[src/rtl/fitness_wb_buffer_if.sv]
// Bus bundle between the fitness evaluator / selection logic and the fitness
// write-back buffer. Signal names keep the buffer's _i/_o direction suffixes.
interface fitness_wb_buffer_if #(
  parameter int SELF_FIT_LENGTH = 10,
  parameter int IDX_WIDTH       = 6
);
  // in_valid_i has no ready: the buffer is always able to take a sample, so a
  // sample is transferred on every rising edge where in_valid_i=1. Likewise a
  // read request (rd_en_i) is always taken and answered one cycle later with
  // rd_valid_ff_o=1.
  logic                       start_i;
  logic                       in_valid_i;
  logic [SELF_FIT_LENGTH-1:0] energy_i;
  logic [IDX_WIDTH-1:0]       ind_idx_i;
  logic                       rd_en_i;
  logic [IDX_WIDTH-1:0]       rd_idx_i;
  logic [SELF_FIT_LENGTH-1:0] rd_data_ff_o;
  logic                       rd_valid_ff_o;
  logic [SELF_FIT_LENGTH-1:0] best_energy_ff_o;
  logic [IDX_WIDTH-1:0]       best_idx_ff_o;
  logic [IDX_WIDTH:0]         count_ff_o;
  logic                       gen_done_ff_o;
  logic                       busy_ff_o;
  logic [1:0]                 err_ff_o;

  modport master (
    output start_i, in_valid_i, energy_i, ind_idx_i, rd_en_i, rd_idx_i,
    input  rd_data_ff_o, rd_valid_ff_o, best_energy_ff_o, best_idx_ff_o,
           count_ff_o, gen_done_ff_o, busy_ff_o, err_ff_o
  );

  modport slave (
    input  start_i, in_valid_i, energy_i, ind_idx_i, rd_en_i, rd_idx_i,
    output rd_data_ff_o, rd_valid_ff_o, best_energy_ff_o, best_idx_ff_o,
           count_ff_o, gen_done_ff_o, busy_ff_o, err_ff_o
  );
endinterface

[src/rtl/fitness_wb_buffer.sv]
// Collects one energy value per individual for a generation, tracks the
// minimum-energy individual, and serves registered reads to selection logic.
module fitness_wb_buffer #(
  parameter int POP_SIZE        = 50,
  parameter int SELF_FIT_LENGTH = 10,
  parameter int IDX_WIDTH       = 6
) (
  input  logic                   clk_i,
  input  logic                   rst_i,
  fitness_wb_buffer_if.slave     bus,
  output logic [1:0]             o_state_dbg
);
  typedef enum logic [1:0] {
    S_IDLE    = 2'd0,
    S_COLLECT = 2'd1,
    S_DONE    = 2'd2
  } state_t;

  localparam logic [IDX_WIDTH:0] LP_POP = (IDX_WIDTH+1)'(POP_SIZE);

  logic [SELF_FIT_LENGTH-1:0] r_mem [POP_SIZE];
  logic [POP_SIZE-1:0]        r_written;
  state_t                     r_state;
  logic [IDX_WIDTH:0]         r_count;
  logic [1:0]                 r_err;
  logic [SELF_FIT_LENGTH-1:0] r_best;
  logic [IDX_WIDTH-1:0]       r_best_idx;
  logic                       r_gen_done;
  logic                       r_busy;
  logic                       r_rd_valid;
  logic [SELF_FIT_LENGTH-1:0] r_rd_data;

  logic w_in_range;
  logic w_rd_range;
  logic w_accept;
  logic w_dup;
  logic w_better;

  assign w_in_range = ({1'b0, bus.ind_idx_i} < LP_POP);
  assign w_rd_range = ({1'b0, bus.rd_idx_i} < LP_POP);
  // A start in the same cycle wins over the sample, which is dropped.
  assign w_accept   = !rst_i && (r_state == S_COLLECT) && bus.in_valid_i &&
                      !bus.start_i && w_in_range;
  assign w_dup      = w_accept && r_written[bus.ind_idx_i];
  assign w_better   = w_accept && (bus.energy_i < r_best);

  // Memory has no reset; the written bitmap hides stale contents.
  always_ff @(posedge clk_i) begin
    if (w_accept) r_mem[bus.ind_idx_i] <= bus.energy_i;
  end

  always_ff @(posedge clk_i) begin
    if (rst_i) begin
      r_state    <= S_IDLE;
      r_written  <= '0;
      r_count    <= '0;
      r_err      <= '0;
      r_best     <= '1;
      r_best_idx <= '0;
      r_gen_done <= 1'b0;
      r_busy     <= 1'b0;
      r_rd_valid <= 1'b0;
      r_rd_data  <= '0;
    end else begin
      r_rd_valid <= bus.rd_en_i;
      if (bus.rd_en_i)
        r_rd_data <= (w_rd_range && r_written[bus.rd_idx_i]) ? r_mem[bus.rd_idx_i] : '0;
      r_gen_done <= 1'b0;

      if (bus.start_i) begin
        r_state    <= S_COLLECT;
        r_written  <= '0;
        r_count    <= '0;
        r_err      <= '0;
        r_best     <= '1;
        r_best_idx <= '0;
        r_busy     <= 1'b1;
      end else if (r_state == S_COLLECT && bus.in_valid_i) begin
        if (!w_in_range) begin
          r_err[1] <= 1'b1;
        end else begin
          r_written[bus.ind_idx_i] <= 1'b1;
          if (w_dup) begin
            r_err[0] <= 1'b1;
          end else begin
            r_count <= r_count + 1'b1;
            if (r_count + 1'b1 == LP_POP) begin
              r_state    <= S_DONE;
              r_gen_done <= 1'b1;
              r_busy     <= 1'b0;
            end
          end
          // Strict less-than: a tie keeps the earlier index.
          if (w_better) begin
            r_best     <= bus.energy_i;
            r_best_idx <= bus.ind_idx_i;
          end
        end
      end
    end
  end

  assign bus.rd_data_ff_o     = r_rd_data;
  assign bus.rd_valid_ff_o    = r_rd_valid;
  assign bus.best_energy_ff_o = r_best;
  assign bus.best_idx_ff_o    = r_best_idx;
  assign bus.count_ff_o       = r_count;
  assign bus.gen_done_ff_o    = r_gen_done;
  assign bus.busy_ff_o        = r_busy;
  assign bus.err_ff_o         = r_err;
  assign o_state_dbg          = r_state;
endmodule

[src/flat_wrapper.sv]
// flat-port wrapper written by rule: the top's interface ports become plain ports
module fitness_wb_buffer_flat 
#(
  parameter int POP_SIZE        = 50,
  parameter int SELF_FIT_LENGTH = 10,
  parameter int IDX_WIDTH       = 6
)
  (clk_i, rst_i, o_state_dbg, bus_start_i, bus_in_valid_i, bus_energy_i, bus_ind_idx_i, bus_rd_en_i, bus_rd_idx_i, bus_rd_data_ff_o, bus_rd_valid_ff_o, bus_best_energy_ff_o, bus_best_idx_ff_o, bus_count_ff_o, bus_gen_done_ff_o, bus_busy_ff_o, bus_err_ff_o);
  fitness_wb_buffer_if #(.SELF_FIT_LENGTH(SELF_FIT_LENGTH), .IDX_WIDTH(IDX_WIDTH)) bus_i ();
  input  logic clk_i;
  input  logic rst_i;
  output logic [1:0] o_state_dbg;
  input wire logic [$bits(bus_i.start_i)-1:0] bus_start_i;
  input wire logic [$bits(bus_i.in_valid_i)-1:0] bus_in_valid_i;
  input wire logic [$bits(bus_i.energy_i)-1:0] bus_energy_i;
  input wire logic [$bits(bus_i.ind_idx_i)-1:0] bus_ind_idx_i;
  input wire logic [$bits(bus_i.rd_en_i)-1:0] bus_rd_en_i;
  input wire logic [$bits(bus_i.rd_idx_i)-1:0] bus_rd_idx_i;
  output wire logic [$bits(bus_i.rd_data_ff_o)-1:0] bus_rd_data_ff_o;
  output wire logic [$bits(bus_i.rd_valid_ff_o)-1:0] bus_rd_valid_ff_o;
  output wire logic [$bits(bus_i.best_energy_ff_o)-1:0] bus_best_energy_ff_o;
  output wire logic [$bits(bus_i.best_idx_ff_o)-1:0] bus_best_idx_ff_o;
  output wire logic [$bits(bus_i.count_ff_o)-1:0] bus_count_ff_o;
  output wire logic [$bits(bus_i.gen_done_ff_o)-1:0] bus_gen_done_ff_o;
  output wire logic [$bits(bus_i.busy_ff_o)-1:0] bus_busy_ff_o;
  output wire logic [$bits(bus_i.err_ff_o)-1:0] bus_err_ff_o;
  assign bus_i.start_i = bus_start_i;
  assign bus_i.in_valid_i = bus_in_valid_i;
  assign bus_i.energy_i = bus_energy_i;
  assign bus_i.ind_idx_i = bus_ind_idx_i;
  assign bus_i.rd_en_i = bus_rd_en_i;
  assign bus_i.rd_idx_i = bus_rd_idx_i;
  assign bus_rd_data_ff_o = bus_i.rd_data_ff_o;
  assign bus_rd_valid_ff_o = bus_i.rd_valid_ff_o;
  assign bus_best_energy_ff_o = bus_i.best_energy_ff_o;
  assign bus_best_idx_ff_o = bus_i.best_idx_ff_o;
  assign bus_count_ff_o = bus_i.count_ff_o;
  assign bus_gen_done_ff_o = bus_i.gen_done_ff_o;
  assign bus_busy_ff_o = bus_i.busy_ff_o;
  assign bus_err_ff_o = bus_i.err_ff_o;
  fitness_wb_buffer #(.POP_SIZE(POP_SIZE), .SELF_FIT_LENGTH(SELF_FIT_LENGTH), .IDX_WIDTH(IDX_WIDTH)) u_core (.clk_i(clk_i), .rst_i(rst_i), .bus(bus_i), .o_state_dbg(o_state_dbg));
endmodule
[config.mk]
export PLATFORM = sky130hd
export DESIGN_NAME = fitness_wb_buffer_flat
export DESIGN_NICKNAME = d
export VERILOG_FILES = /design/src/rtl/fitness_wb_buffer_if.sv /design/src/rtl/fitness_wb_buffer.sv /design/src/flat_wrapper.sv
export SDC_FILE = /design/constraint.sdc
export NUM_CORES = 1
export LEC_CHECK = 0
export ABC_CLOCK_PERIOD_IN_PS = 3900
export BUFFER_PORTS_ARGS = -buffer_cell sky130_fd_sc_hd__clkbuf_2
export CAP_MARGIN = 20
export CORE_MARGIN = 3
export CORE_UTILIZATION = 30
export CTS_BUF_LIST = sky130_fd_sc_hd__clkbuf_8
export CTS_CLUSTER_SIZE = 25
export DETAILED_ROUTE_END_ITERATION = 8
export SKIP_CTS_REPAIR_TIMING = 1
export SLEW_MARGIN = 25
export SYNTH_ARGS = -nofsm -noshare
export SYNTH_HDL_FRONTEND = slang
export SYNTH_SLANG_ARGS = --single-unit
export TNS_END_PERCENT = 1
[constraint.sdc]
create_clock -name clk_i -period 3.9 [get_ports clk_i]
set_clock_uncertainty 0.05 [all_clocks]
set_input_delay 0.975 -clock clk_i [delete_from_list [all_inputs] [get_ports clk_i]]
set_output_delay 0.975 -clock clk_i [all_outputs]
set_load 0.05 [all_outputs]
After elaboration in Yosys (flattened, before gate mapping)
Memory sizes are Yosys's and may differ from the RTL's. Cells that the tools add are included. Widths: inputs -> output; s select.

Register bits: 90. Logic and storage cells: 70. Memories kept: 1. Input port bits: 27. Output and inout port bits: 40. Bits in writable memories: 500.

Memory list: u_core.r_mem (depth 50, bits a word 10, rd ports 1, clocked after memory_dff 0, write ports 1, line fitness_wb_buffer.sv:21) `logic [SELF_FIT_LENGTH-1:0] r_mem [POP_SIZE];`.

Magnitude comparators: 6. Muxes and demuxes: 20. Equal/unequal tests: 3. Reduce and logical (&&, ||, !) cells: 23. $add $sub $neg: 1. Bitwise logic cells: 4.

Operator list (count): $or 50x50->50 (1); $mux 1 (16); $lt 6x7->1 const B (2); $bmux 1 s6 (2); $lt 6x6->1 const B (2); $lt 10x10->1 (1); $mux 10 (1); $logic_and 1x1->1 (9); $reduce_and 3->1 (3); $reduce_and 4->1 (2); $add 7x1->7 const B (1); $eq 7x6->1 const B (1); $demux 1 s6 (1); $ge 6x1->1 const B (1); $reduce_bool 2->1 (3); $reduce_or 5->1 (1); $reduce_and 2->1 (2); $not 1->1 (3); $eq 2x1->1 const B (1); $logic_not 1->1 (2); $ne 2x2->1 const B (1); $reduce_or 2->1 (1).

Logic depth before layout (Yosys ltp)
Gate-level depths: netlist (run 1).

Depth in word-level cells: 10. Depth in mapped cells: 11. Gate-level depth less buffers: 8.

Least setup slack after synthesis (run 1)
Ideal clock, no wire load.

Kind: in2reg. Start: input bus_ind_idx_i[1]. End: memory u_core.r_mem[17][0], enable pin. Stages: 10. Buffers on the path: 3. Library setup time: 0.376 ns. Path slack: 0.682 ns. Data required time: 3.474 ns. Data arrival time: 2.792 ns. Cell sequence: buf_6 -> buf_6 -> nor3_4 -> nor2_1 -> nor3_4 -> nand2_2 -> nor2_1 -> nand2_1 -> clkbuf_1 -> nor2_1.

Longest elaborated chain between the ends: 4.

Ends and longest elaborated chain: start: declaration (line flat_wrapper.sv:16) `input wire logic [$bits(bus_i.ind_idx_i)-1:0] bus_ind_idx_i;`; $lt 6x6->1 (line fitness_wb_buffer.sv:39) `assign w_in_range = ({1'b0, bus.ind_idx_i} < LP_POP);`; $logic_and 1x1->1 (line fitness_wb_buffer.sv:43) `!bus.start_i && w_in_range;`; $mux 1 (line fitness_wb_buffer.sv:49) `if (w_accept) r_mem[bus.ind_idx_i] <= bus.energy_i;`; $mux 1 (not written as such) (line fitness_wb_buffer.sv:49); end: declaration (line fitness_wb_buffer.sv:21).

Parallel ways exist; a longest one is shown, timed or not.

Worst setup path after layout (run 1)
Start: input bus_ind_idx_i[1]. End: memory u_core.r_mem[33][2], enable pin.

Same word-level chain as after synthesis.

==> results of run 1 <==
[kinds of logic (layout without fill, tap and decap cells)]
group                      after synthesis  count (layout)  synth area share (%)
adders and majority gates               11              11                0.5828
and+or+nand+nor                        233             233                 4.790
other                                    0               2                     0
buffers and inverters                   99             349                 2.034
DFF                                    589             589                 71.12
muxes                                  214             214                 14.62
xor gates and xnor gates                 6               6                0.2225
AOI/OAI and AO/OA                      211             211                 6.628
[synthesized netlist by cell type, types with 3 or more instances]
cell type / count
edfxtp_1: 500
mux4_2: 101
nor2_1: 94
dfxtp_1: 89
mux2i_1: 76
nand2_1: 63
clkbuf_1: 43
o21ai_0: 38
mux2_2: 37
a21o_1: 30
o211ai_1: 20
a22oi_1: 19
o221ai_1: 18
buf_2: 15
o22ai_1: 15
buf_4: 14
inv_1: 14
o22a_1: 12
ha_1: 11
nand2b_1: 11
nor2b_1: 11
a21oi_1: 10
a221o_1: 10
or3_1: 10
a221oi_1: 9
a22o_1: 9
buf_1: 8
nand3_1: 6
a32oi_1: 5
buf_6: 5
nor3_1: 5
nor4_1: 5
a31oi_1: 4
xnor2_1: 4
nand3b_1: 3
nand4_1: 3
nor3_4: 3
nor3b_1: 3
or3b_2: 3
[sequential cells by signal, indices dropped and copies added, names as in the netlist]
| signal | count |
|---|---|
| u_core.r_mem | 500 |
| u_core.r_written | 50 |
| u_core.bus.best_energy_ff_o | 10 |
| u_core.bus.rd_data_ff_o | 10 |
| u_core.bus.count_ff_o | 7 |
| u_core.bus.best_idx_ff_o | 6 |
| u_core.bus.err_ff_o | 2 |
| u_core.o_state_dbg | 2 |
| u_core.bus.gen_done_ff_o | 1 |
| u_core.bus.rd_valid_ff_o | 1 |
[metal layers]
metal,wire (µm),GRT usage (%),vias to the layer above
met2,29100,23.88,517
met4,1560,5.041,0
met3,4871,3.685,94
li1,-,-,5823
met1,26700,20.55,7014
met5,0,0,-
[power by group]
group	leakage, nW	switching, mW	internal (mW)
clock network	1.03	2.36	2.34
registers	5.21	0.0118	6.83
logic	3.15	0.481	0.237
[critical path, delay by kind of cell]
kind                   cells  cell delay, ps
and+or+nand+nor            7            1710
buffers and inverters      2             540
[layout make-up]
type                            instances  area share [%]
Antenna cell                            2         0.01833
Clock buffer                           99           4.990
Clock inverter                         73           1.109
Inverter                               14          0.1925
Multi-Input combinational cell        675           23.26
Sequential cell                       589           61.51
Tap cell                             1040           4.766
Timing Repair Buffer                  163           4.152
[path summary, 6_finish.rpt]
kind                               from                   end  slack, ps  cells after the start
setup / recovery       bus_ind_idx_i[1]   u_core.r_mem[33][2]       1010                      9
hold / removal     u_core.r_written[19]  u_core.r_written[19]        440                      2
setup reg to reg  u_core.o_state_dbg[0]   u_core.r_mem[37][2]       1410                      7
hold reg to reg    u_core.r_written[19]  u_core.r_written[19]        440                      2
==> metrics.md, run 1 <==
| Metric | Value |
|---|---|
| Nets | roughly 1600 |
| Gpl congestion | ~0.84 |
| Root Buffer | clkbuf_8 |
| First DRT Iteration DRCs | around 1300 |
| Pin count of the biggest net entering global routing | 65 |
| Worst-Skew Late Latency | slightly below 700 ps |
| Critical Path, Cell by Cell | clkbuf_2, nor3_4, nor2_1, nor3_4, nand2_2, nor2_1, nand2_1, nor2_1, buf_4 |
| Htree depth | 3 |
| Final hold vios | 0 |
| Commonest non-fill, non-tap cells in the layout | 500 x edfxtp_1, 101 x mux4_2, 99 x clkbuf_8, 93 x nor2_1, 93 x buf_4 |
| WP data arrival | around 3200 ps |
| Final Critical Period | 2890 ps |
| Setup CP Type | input port to flip-flop |
| Distinct cells, synth | 59 |
| Starting density of the core | between 30% and 40% |
| Outcome | finished clean |
| Max_cap viols | 0 |
| DR vias/cell | about 5.1 |
| Placed insts | between 2000 and 2500 |
| Setup Slack @ Placement | approximately 350 ps |
| Non-Filler Instances | around 2700 |
| Die area | 82120 µm² |
| Commonest non-fill, non-tap cell in the layout | edfxtp_1 |
| Die Span Y | 286.6 µm |
| CP Launch Type | input port |
| Die width | around 290 µm |
| Final routed DRC violation total | 0 |
| Syn avg cell area | between 15 and 20 µm² |
| IO Port Bufs | 66 |
| Placement Rows | approximately 100 |
| Most frequent CP cell | nor2_1 |
| Post-synth top area cell | edfxtp_1 |
| Synth Net Count | about 1400 |
| Vias in the first global route | ~14000 |
| GR Overflow Total | 0 |
| Pleak | between 9 and 10 nW |
| Measured slew at the worst slew-check pin | roughly 940 ps |
| Routed WL | approximately 62 mm |
| Power Dens Cells | around 450 nW/µm² |
| Primary FF master, synth | edfxtp_1 |
| Clock-pin slew on the worst setup and hold paths | ~60 ps |
| Total Neg Setup Slack | 0 ps |
| Max VDD drop | between 0.2 and 0.3 mV |
| Sequential share of the synthesized area | 71.12% |
| Area of the multi-input gates | ~6400 µm² |
| Fillers | 7340 |
| YS warnings | 0 |
| Post-synth EDFFs | 500 |
| Setup Viol. Count Final | 0 |
| Finished Cell Area | 27300 µm² |
| HPWL after DPL | just under 40 mm |
| Max incr delay on CP | around 420 ps |
| Max Slew Vio Count | 0 |
| Clock sink count | 589 |
| WL/cell | 23.44 µm |
| Clock Path Buffers | 3 |
| Drt pass-1 iters | 5 |
| Worst hold path type | flip-flop to flip-flop |
| TritonCTS clock tree | done |
| Post-layout util | between 30% and 40% |
| Final hold slack | 435.1 ps |
| RSZ-0062 raised after global routing | false |
| Cells after synthesis | between 1000 and 1500 |
| Share of layout cells above drive strength 1 | between 20% and 30% |
| Crit share post-route | between 70% and 80% |
| Detail Route Antenna Nets | 0 |
| Core ar. | around 80000 µm² |
| Global Route Usage Sum | ~15% |
| Worst Setup End Kind | flip-flop |
| Placement Cell Area | 25630 µm² |
| Total power | 12.27 mW |
| Max FO, Critical Path | 18 |
| Initial antenna violation count | 4 |
| Post-Syn Area | ~24000 µm² |
| TritonCTS Buffers | 95 |
| Fmax | around 350 MHz |
| Worst path required time | around 4200 ps |
| Slew headroom | 36.99% |
| First-pass GRT wire length | ~92 mm |
| Area Overhead vs Synth | 15.62% |
| #FFs+latches synth | between 500 and 600 |
| Fraction of registers with async set/reset | 0% |
| Vias | around 13000 |
| Synth top area cells | edfxtp_1 64%, mux4_2 9.6%, dfxtp_1 7.5%, mux2i_1 3.2%, mux2_2 1.8% |
| FF+latch area | between 15000 and 20000 µm² |
| Critical-path top delay cell | nor2_1 |
| IO Pins | between 60 and 70 |
| Top-area cell type share of the netlist area | approximately 64% |
| Worst Setup Slack, final | a little over 1000 ps |
No activity file was read; power rests on OpenSTA's default activity.
==> inputs of run 2 (changes only) <==
--- a/config.mk
+++ b/config.mk
@@ -5,7 +5,8 @@
 export SDC_FILE = /design/constraint.sdc
 export NUM_CORES = 1
 export LEC_CHECK = 0
-export ABC_CLOCK_PERIOD_IN_PS = 3900
+export ABC_AREA = 1
+export ABC_CLOCK_PERIOD_IN_PS = 2500
 export BUFFER_PORTS_ARGS = -buffer_cell sky130_fd_sc_hd__clkbuf_2
 export CAP_MARGIN = 20
 export CORE_MARGIN = 3
==> constraint.sdc (replaced) <==
create_clock -name clk_i -period 2.5 [get_ports clk_i]
set_clock_uncertainty 0.05 [all_clocks]
set_input_delay 0.625 -clock clk_i [delete_from_list [all_inputs] [get_ports clk_i]]
set_output_delay 0.625 -clock clk_i [all_outputs]
set_load 0.05 [all_outputs]
==> metrics.md, run 2 <==
| Metric | Value |
|---|---|
| Synth top area cells | edfxtp_1 59%, nand2_1 10%, dfxtp_1 7.0%, nand3_1 6.7%, inv_1 4.0% (was edfxtp_1 64%, mux4_2 9.6%, dfxtp_1 7.5%, mux2i_1 3.2%, mux2_2 1.8%) |
| Area Overhead vs Synth | 17.64% (was 15.62%) |
| R2R setup slack | 190 ps (was 1410 ps) |
| Biggest register | u_core.r_mem (unchanged) |
| DR vias/cell | 4.638 (was 5.065) |
| Area of the multi-input gates | 6873 µm² (was 6351 µm²) |
| Top delay family on crit path | simple AND/OR/NAND/NOR gates (unchanged) |
| Final Critical Period | approximately 2300 ps |
| Critical Path, Cell by Cell | nand3_1, nor3_2, buf_4, nand3_1, buf_12, nor2_1 (was clkbuf_2, nor3_4, nor2_1, nor3_4, nand2_2, nor2_1, nand2_1, nor2_1, buf_4) |
| Root Buffer | clkbuf_8 (unchanged) |
| Routed wl met3 | 4.363 mm (was 4.871 mm) |
| Max FO, Critical Path | 10 (was 18) |
| Worst path depth | 6 (was 9) |
| Commonest cells post-synth | 684 x nand2_1, 500 x edfxtp_1, 340 x nand3_1 (was 500 x edfxtp_1, 101 x mux4_2, 94 x nor2_1) |
| Final routed DRC violation total | 0 (unchanged) |
| Synth Net Count | 2543 (was 1401) |
| Cell depth of the worst flop-to-flop path | 6 (was 7) |
| Routed WL | 70.72 mm (was 62.23 mm) |
| Placement Cell Area | 28100 µm² (was 25630 µm²) |
| Worst Setup End Kind | flip-flop (unchanged) |
| Global Route Usage Sum | 15.79% (was 15.15%) |
| WL/cell | 18.06 µm (was 23.44 µm) |
| Top sig layer | met4 (unchanged) |
| Final hold slack | 141.3 ps (was 435.1 ps) |
| Worst path required time | 2770 ps (was 4230 ps) |
| Sequential share of the synthesized area | 66.06% (was 71.12%) |
| Power Dens Cells | 669.2 nW/µm² (was 449.3 nW/µm²) |
| HPWL after DPL | 43.56 mm (was 39.33 mm) |
| Placement Rows | 106 (was 102) |
| Max_cap viols | 0 (unchanged) |
| First DRT Iteration DRCs | 1548 (was 1321) |
| Share of layout cells above drive strength 1 | 15.91% (was 26.72%) |
| GR Overflow Total | 0 (unchanged) |
| Post-synth top area cell | edfxtp_1 (unchanged) |
| Final hold vios | 0 (unchanged) |
| Met2 Wirelength | 33.22 mm (was 29.10 mm) |
| Commonest non-fill, non-tap cell in the layout | nand2_1 (was edfxtp_1) |
| First-pass GRT wire length | 107.7 mm (was 92.05 mm) |
| Top flop regs | u_core.r_mem (500), u_core.r_written (50) (unchanged) |
| WP data arrival | 2570 ps (was 3220 ps) |
| Fraction of registers with async set/reset | 0% (unchanged) |
| Max incr delay on CP | 700 ps (was 420 ps) |
| #FFs+latches synth | 589 (unchanged) |
| Non-Filler Instances | 3916 (was 2655) |
| Cell with the most instances after synthesis | nand2_1 (was edfxtp_1) |
| Die area | 88280 µm² (was 82120 µm²) |
| Slew headroom | 31.94% (was 36.99%) |
| Starting density of the core | 30.33% (was 30.38%) |
| Die width | 297.1 µm (was 286.6 µm) |
| Cells after synthesis | 2505 (was 1363) |
| Reg-to-reg critical path startpoint | u_core.o_state_dbg[0] (unchanged) |
| Post-Syn Area | 25430 µm² (was 23620 µm²) |
| Core ar. | 83820 µm² (was 77720 µm²) |
| Vias | 18164 (was 13448) |
| Finished Cell Area | 29910 µm² (was 27300 µm²) |
| Outcome | finished clean (unchanged) |
| Syn avg cell area | 10.15 µm² (was 17.33 µm²) |
| Worst Setup Slack, final | 193.5 ps (was 1010 ps) |
| YS warnings | 0 (unchanged) |
| Commonest non-fill, non-tap cells in the layout | 684 x nand2_1, 500 x edfxtp_1, 340 x nand3_1, 310 x inv_1, 150 x buf_4 (was 500 x edfxtp_1, 101 x mux4_2, 99 x clkbuf_8, 93 x nor2_1, 93 x buf_4) |
| Pin count of the biggest net entering global routing | 68 (was 65) |
| Placed insts | 3733 (was 2481) |
| Most frequent CP cell | nand3_1 (was nor2_1) |
| Clock Path Buffers | 3 (unchanged) |
| TritonCTS Buffers | 98 (was 95) |
| Measured slew at the worst slew-check pin | 1017 ps (was 941.6 ps) |
| Nets | 2737 (was 1576) |
| FF+latch area | 16800 µm² (unchanged) |
| Clock sink count | 589 (unchanged) |
| Clock-pin slew on the worst setup and hold paths | 50 ps (was 60 ps) |
| Top-area cell type share of the netlist area | 59.05% (was 63.58%) |
| Htree depth | 3 (unchanged) |
| Worst Setup EP | u_core.r_mem[13][1] (was u_core.r_mem[33][2]) |
| RSZ-0062 raised after global routing | false (unchanged) |
| Setup Viol. Count Final | 0 (unchanged) |
| CP Launch Type | flip-flop (was input port) |
| CP startpoint | u_core.o_state_dbg[0] (was bus_ind_idx_i[1]) |
| IO Port Bufs | 66 (unchanged) |
| Critical-path top delay cell | nor2_1 (unchanged) |
| Pleak | 11.95 nW (was 9.389 nW) |
| TritonCTS clock tree | done (unchanged) |
| Fmax | about 430 MHz |
| Setup Slack @ Placement | -296.7 ps (was 350.8 ps) |
| Die Span Y | 297.1 µm (was 286.6 µm) |
| Met1 WL | 31.45 mm (was 26.70 mm) |
| IO Pins | 67 (unchanged) |
| Worst path bufs/invs | 2 (unchanged) |
| Setup CP Type | flip-flop to flip-flop (was input port to flip-flop) |
| FF-to-FF End | u_core.r_mem[13][1] (was u_core.r_mem[37][2]) |
| Fillers | 8478 (was 7340) |
| Max FFs per register | 500 (unchanged) |
| Max VDD drop | 0.3927 mV (was 0.2847 mV) |
| Initial antenna violation count | 2 (was 4) |
| Max Slew Vio Count | 0 (unchanged) |
| Distinct cells, synth | 36 (was 59) |
| Worst-Skew Late Latency | 720 ps (was 680 ps) |
| Detail Route Antenna Nets | 0 (unchanged) |
| Post-synth EDFFs | 500 (unchanged) |
| Primary FF master, synth | edfxtp_1 (unchanged) |
| Vias in the first global route | 17781 (was 13764) |
| Total power | 20.01 mW (was 12.27 mW) |
| Drt pass-1 iters | 5 (unchanged) |
| Crit share post-route | between 90 and 100% |
| Min-Delay Path Depth | 3 (was 2) |
| Gpl congestion | 0.8731 (was 0.8354) |
| Worst hold path type | input port to flip-flop (was flip-flop to flip-flop) |
-- run 2: cell types whose count changed in the layout (fill, tap and decap cells not counted), sizes merged, moves of 37 or more --
| cell | previous run | this run |
|---|---|---|
| nor2 | 94 | 139 |
| mux2i | 76 | 0 |
| o21ai | 38 | 94 |
| or2 | 3 | 63 |
| buf | 99 | 176 |
| nand2 | 64 | 687 |
| nand3 | 6 | 340 |
| mux4 | 101 | 0 |
| inv | 63 | 323 |
| mux2 | 37 | 0 |
-- run 2: report_power, final --
part | switching (mW) | total, mW | internal (mW)
logic | 1.06 | 1.49 | 0.438
clock network | 3.91 | 7.84 | 3.93
registers | 0.0149 | 10.7 | 10.7
-- run 2: cell families (layout without fill, tap and decap cells) --
logic type,after synthesis,in the layout,share of synthesized area (%)
AND/OR/NAND/NOR,1241,1241,20.91
flip-flops,589,589,66.06
buffers and inverters,424,698,6.919
AO/OA/AOI/OAI,235,235,5.393
adder cells (fa/ha/maj),11,11,0.5413
XOR/XNOR,5,5,0.1722
other,0,3,0
-- run 2: layer usage --
layer,vias to the layer above,track usage (%)
li1,8812,-
met1,8682,21.63
met2,552,25.94
met3,118,2.314
met4,0,4.800
met5,-,0
-- run 2: final cells by class --
cell class / instances / area share (%)
clock buffers: 106 / 4.878
well taps: 1134 / 4.744
repair buffers: 240 / 6.559
inverters: 278 / 3.514
clock inverters: 74 / 1.146
diodes: 3 / 0.02510
multi-input cells: 1492 / 22.98
flip-flops and latches: 589 / 56.16
-- run 2: metrics by stage --
stage          util [%]  TNS [ps]
6_report          35.68         0
2_1_floorplan         -    -13150
5_1_grt           35.68         0
4_1_cts           35.67         0
3_3_place_gp      33.52    -17520
3_5_place_dp      33.52    -22440
-- run 2: worst min-delay path by stage --
stage                            from                endpoint
6_report                  bus_start_i   u_core.o_state_dbg[0]
5_1_grt                   bus_start_i   u_core.o_state_dbg[0]
4_1_cts                   bus_start_i   u_core.o_state_dbg[0]
3_5_place_dp   u_core.bus.err_ff_o[0]  u_core.bus.err_ff_o[0]
3_3_place_gp   u_core.bus.err_ff_o[0]  u_core.bus.err_ff_o[0]
2_1_floorplan    u_core.r_written[49]    u_core.r_written[49]
-- run 2: worst reg2reg max path: stages (launching register included) --
cell and delay, ps:
dfxtp_1 370, nand3_1 130, nor3_2 190, buf_4 160, nand3_1 140, buf_12 190, nor2_1 710
==> inputs of run 3 (changes only) <==
==> constraint.sdc (replaced) <==
create_clock -name clk_i -period 2.5 [get_ports clk_i]
set_clock_uncertainty 0.05 [all_clocks]
set_input_delay 0.25 -clock clk_i [delete_from_list [all_inputs] [get_ports clk_i]]
set_output_delay 0.25 -clock clk_i [all_outputs]
set_load 0.05 [all_outputs]
==> metrics.md, run 3 (same netlist as run 2, synthesis figures left out) <==
| Metric | Value |
|---|---|
| Vias in the first global route | 17341 (was 17781) |
| WL/cell | 18.25 µm (was 18.06 µm) |
| FF-to-FF End | u_core.r_mem[40][0] (was u_core.r_mem[13][1]) |
| Gpl congestion | 0.8691 (was 0.8731) |
| Finished Cell Area | 29480 µm² (was 29910 µm²) |
| Commonest non-fill, non-tap cell in the layout | nand2_1 (unchanged) |
| Pint | 14.78 mW (was 15.03 mW) |
| WHS Endpoint | u_core.bus.best_idx_ff_o[0] (was u_core.o_state_dbg[0]) |
| GR Overflow Total | 0 (unchanged) |
| Initial antenna violation count | 0 (was 2) |
| Pleak | 11.71 nW (was 11.95 nW) |
| IO Port Bufs | 66 (unchanged) |
| Setup Viol. Count Final | 0 (unchanged) |
| Total Neg Setup Slack | 0 ps (unchanged) |
| Starting density of the core | 30.33% (unchanged) |
| Final hold slack | -9.636 ps (was 141.3 ps) |
| Sequential share of power | 54.4% (was 53.3%) |
| R2R setup slack | 210 ps (was 190 ps) |
| CP Launch Type | input port (was flip-flop) |
| Fillers | 8534 (was 8478) |
| Total power | 19.63 mW (was 20.01 mW) |
| Failing checks | hold timing |
| Max Slew Vio Count | 0 (unchanged) |
| Area Overhead vs Synth | 15.93% (was 17.64%) |
| RSZ-0062 raised after global routing | false (unchanged) |
| Commonest non-fill, non-tap cells in the layout | 684 x nand2_1, 500 x edfxtp_1, 340 x nand3_1, 316 x inv_1, 130 x nor2_1 (was 684 x nand2_1, 500 x edfxtp_1, 340 x nand3_1, 310 x inv_1, 150 x buf_4) |
| Global Route Usage Sum | 15.64% (was 15.79%) |
| Drt pass-1 iters | 5 (unchanged) |
| Clock Path Buffers | 3 (unchanged) |
| Biggest register | u_core.r_mem (unchanged) |
| FF+latch area | 16800 µm² (unchanged) |
| Area of the multi-input gates | 6877 µm² (was 6873 µm²) |
| Worst path required time | 2750 ps (was 2770 ps) |
| Clock sink count | 589 (unchanged) |
| Power Dens Cells | 666.0 nW/µm² (was 669.2 nW/µm²) |
| Min-Delay Path Depth | 3 (unchanged) |
| Reg-to-reg critical path startpoint | u_core.o_state_dbg[1] (was u_core.o_state_dbg[0]) |
| Share of layout cells above drive strength 1 | 14.46% (was 15.91%) |
| IO Pins | 67 (unchanged) |
| Htree depth | 3 (unchanged) |
| Measured slew at the worst slew-check pin | 923.1 ps (was 1017 ps) |
| Logic gate share of total power | 7.3% (was 7.5%) |
| Final routed DRC violation total | 0 (unchanged) |
| Worst Setup End Kind | flip-flop (unchanged) |
| Final Critical Period | 2321 ps (was 2307 ps) |
| Worst-Skew Late Latency | 700 ps (was 720 ps) |
| Vias | 18173 (was 18164) |
| Outcome | finished, violations left (was finished clean) |
| Clock-pin slew on the worst setup and hold paths | 60 ps (was 50 ps) |
| Cell depth of the worst flop-to-flop path | 7 (was 6) |
| Worst hold path type | input port to flip-flop (unchanged) |
| Pin count of the biggest net entering global routing | 77 (was 68) |
| First DRT Iteration DRCs | 1643 (was 1548) |
| First-pass GRT wire length | 107.1 mm (was 107.7 mm) |
| Min-Delay Startpoint | bus_ind_idx_i[0] (was bus_start_i) |
| Placed insts | 3695 (was 3733) |
| Root Buffer | clkbuf_8 (unchanged) |
| Setup Slack @ Placement | -24.51 ps (was -296.7 ps) |
| Final hold vios | 2 (was 0) |
| Top flop regs | u_core.r_mem (500), u_core.r_written (50) (unchanged) |
| Clk pwr share | 38.3% (was 39.2%) |
| Die width | 297.1 µm (unchanged) |
| WP data arrival | 2570 ps (about the same) |
| TritonCTS Buffers | 97 (was 98) |
| Detail Route Antenna Nets | 0 (unchanged) |
| Core ar. | 83820 µm² (unchanged) |
| Placement Cell Area | 27670 µm² (was 28100 µm²) |
| Max FO, Critical Path | 10 (unchanged) |
| HPWL after DPL | 43.63 mm (was 43.56 mm) |
| Setup CP Type | input port to flip-flop (was flip-flop to flip-flop) |
| Net switching power | 4.856 mW (was 4.982 mW) |
| Die Span Y | 297.1 µm (unchanged) |
| Fmax | 430.9 MHz (was 433.5 MHz) |
| Routed WL | 70.80 mm (was 70.72 mm) |
| TritonCTS clock tree | done (unchanged) |
| Max_cap viols | 0 (unchanged) |
| Net Sw Frac | 24.74% (was 24.89%) |
| Max FFs per register | 500 (unchanged) |
| Antenna cells | 0 (was 3) |
| Worst Setup Slack, final | 179.2 ps (was 193.5 ps) |
| Non-Filler Instances | 3880 (was 3916) |
| Crit share post-route | 92.83% (was 92.26%) |
| Max VDD drop | 0.5179 mV (was 0.3927 mV) |
| Die area | 88280 µm² (unchanged) |
| Placement Rows | 106 (unchanged) |
| Nets | 2709 (was 2737) |
| Post-layout util | 35.17% (was 35.68%) |
| DR vias/cell | 4.684 (was 4.638) |
| Slew headroom | 38.23% (was 31.94%) |
-- run 3: layout make-up --
class,instances,area share (%)
Sequential cell,589,56.98
Multi-Input combinational cell,1492,23.33
Timing Repair Buffer,213,5.552
Tap cell,1134,4.814
Clock buffer,101,4.716
Inverter,278,3.566
Clock inverter,73,1.040
-- run 3: worst max-delay path by stage --
stage / from / end / slack [ps] / depth (start not counted)
global placement: bus_ind_idx_i[3] / u_core.r_mem[40][3] / -30 / 6
global route: u_core.o_state_dbg[1] / u_core.r_mem[10][2] / 5 / 7
finish: bus_ind_idx_i[5] / u_core.r_mem[40][0] / 180 / 6
floorplan: u_core.o_state_dbg[0] / u_core.r_mem[17][0] / -40 / 6
detailed placement: bus_ind_idx_i[3] / u_core.r_mem[40][2] / -20 / 6
CTS: u_core.bus.best_energy_ff_o[7] / u_core.bus.best_idx_ff_o[0] / 110 / 8
-- run 3: power groups by stage --
| stage | registers, mW | clock network, mW | logic [mW] |
|---|---|---|---|
| floorplan | 10.9 | 0 | 0.744 |
| global placement | 10.9 | 0 | 1.41 |
| detailed placement | 10.9 | 0 | 1.42 |
| CTS | 10.7 | 7.70 | 1.42 |
| global route | 10.7 | 8.15 | 1.56 |
| finish | 10.7 | 7.52 | 1.44 |
-- run 3: worst max-delay path, stage by stage --
cell and delay, ps:
clkbuf_2 150, dlygate4sd3_1 570, inv_1 70, nor3_1 490, inv_1 260, nor2_1 770
-- run 3: layer usage --
| layer | global-route usage, % | routed length, µm | up-vias | part of all wire (%) |
|---|---|---|---|---|
| li1 | - | - | 8740 | - |
| met1 | 21.33 | 31330 | 8699 | 44 |
| met2 | 25.08 | 32580 | 618 | 46 |
| met3 | 3.051 | 5039 | 116 | 7.1 |
| met4 | 5.082 | 1853 | 0 | 2.6 |
| met5 | 0 | 0 | - | 0 |
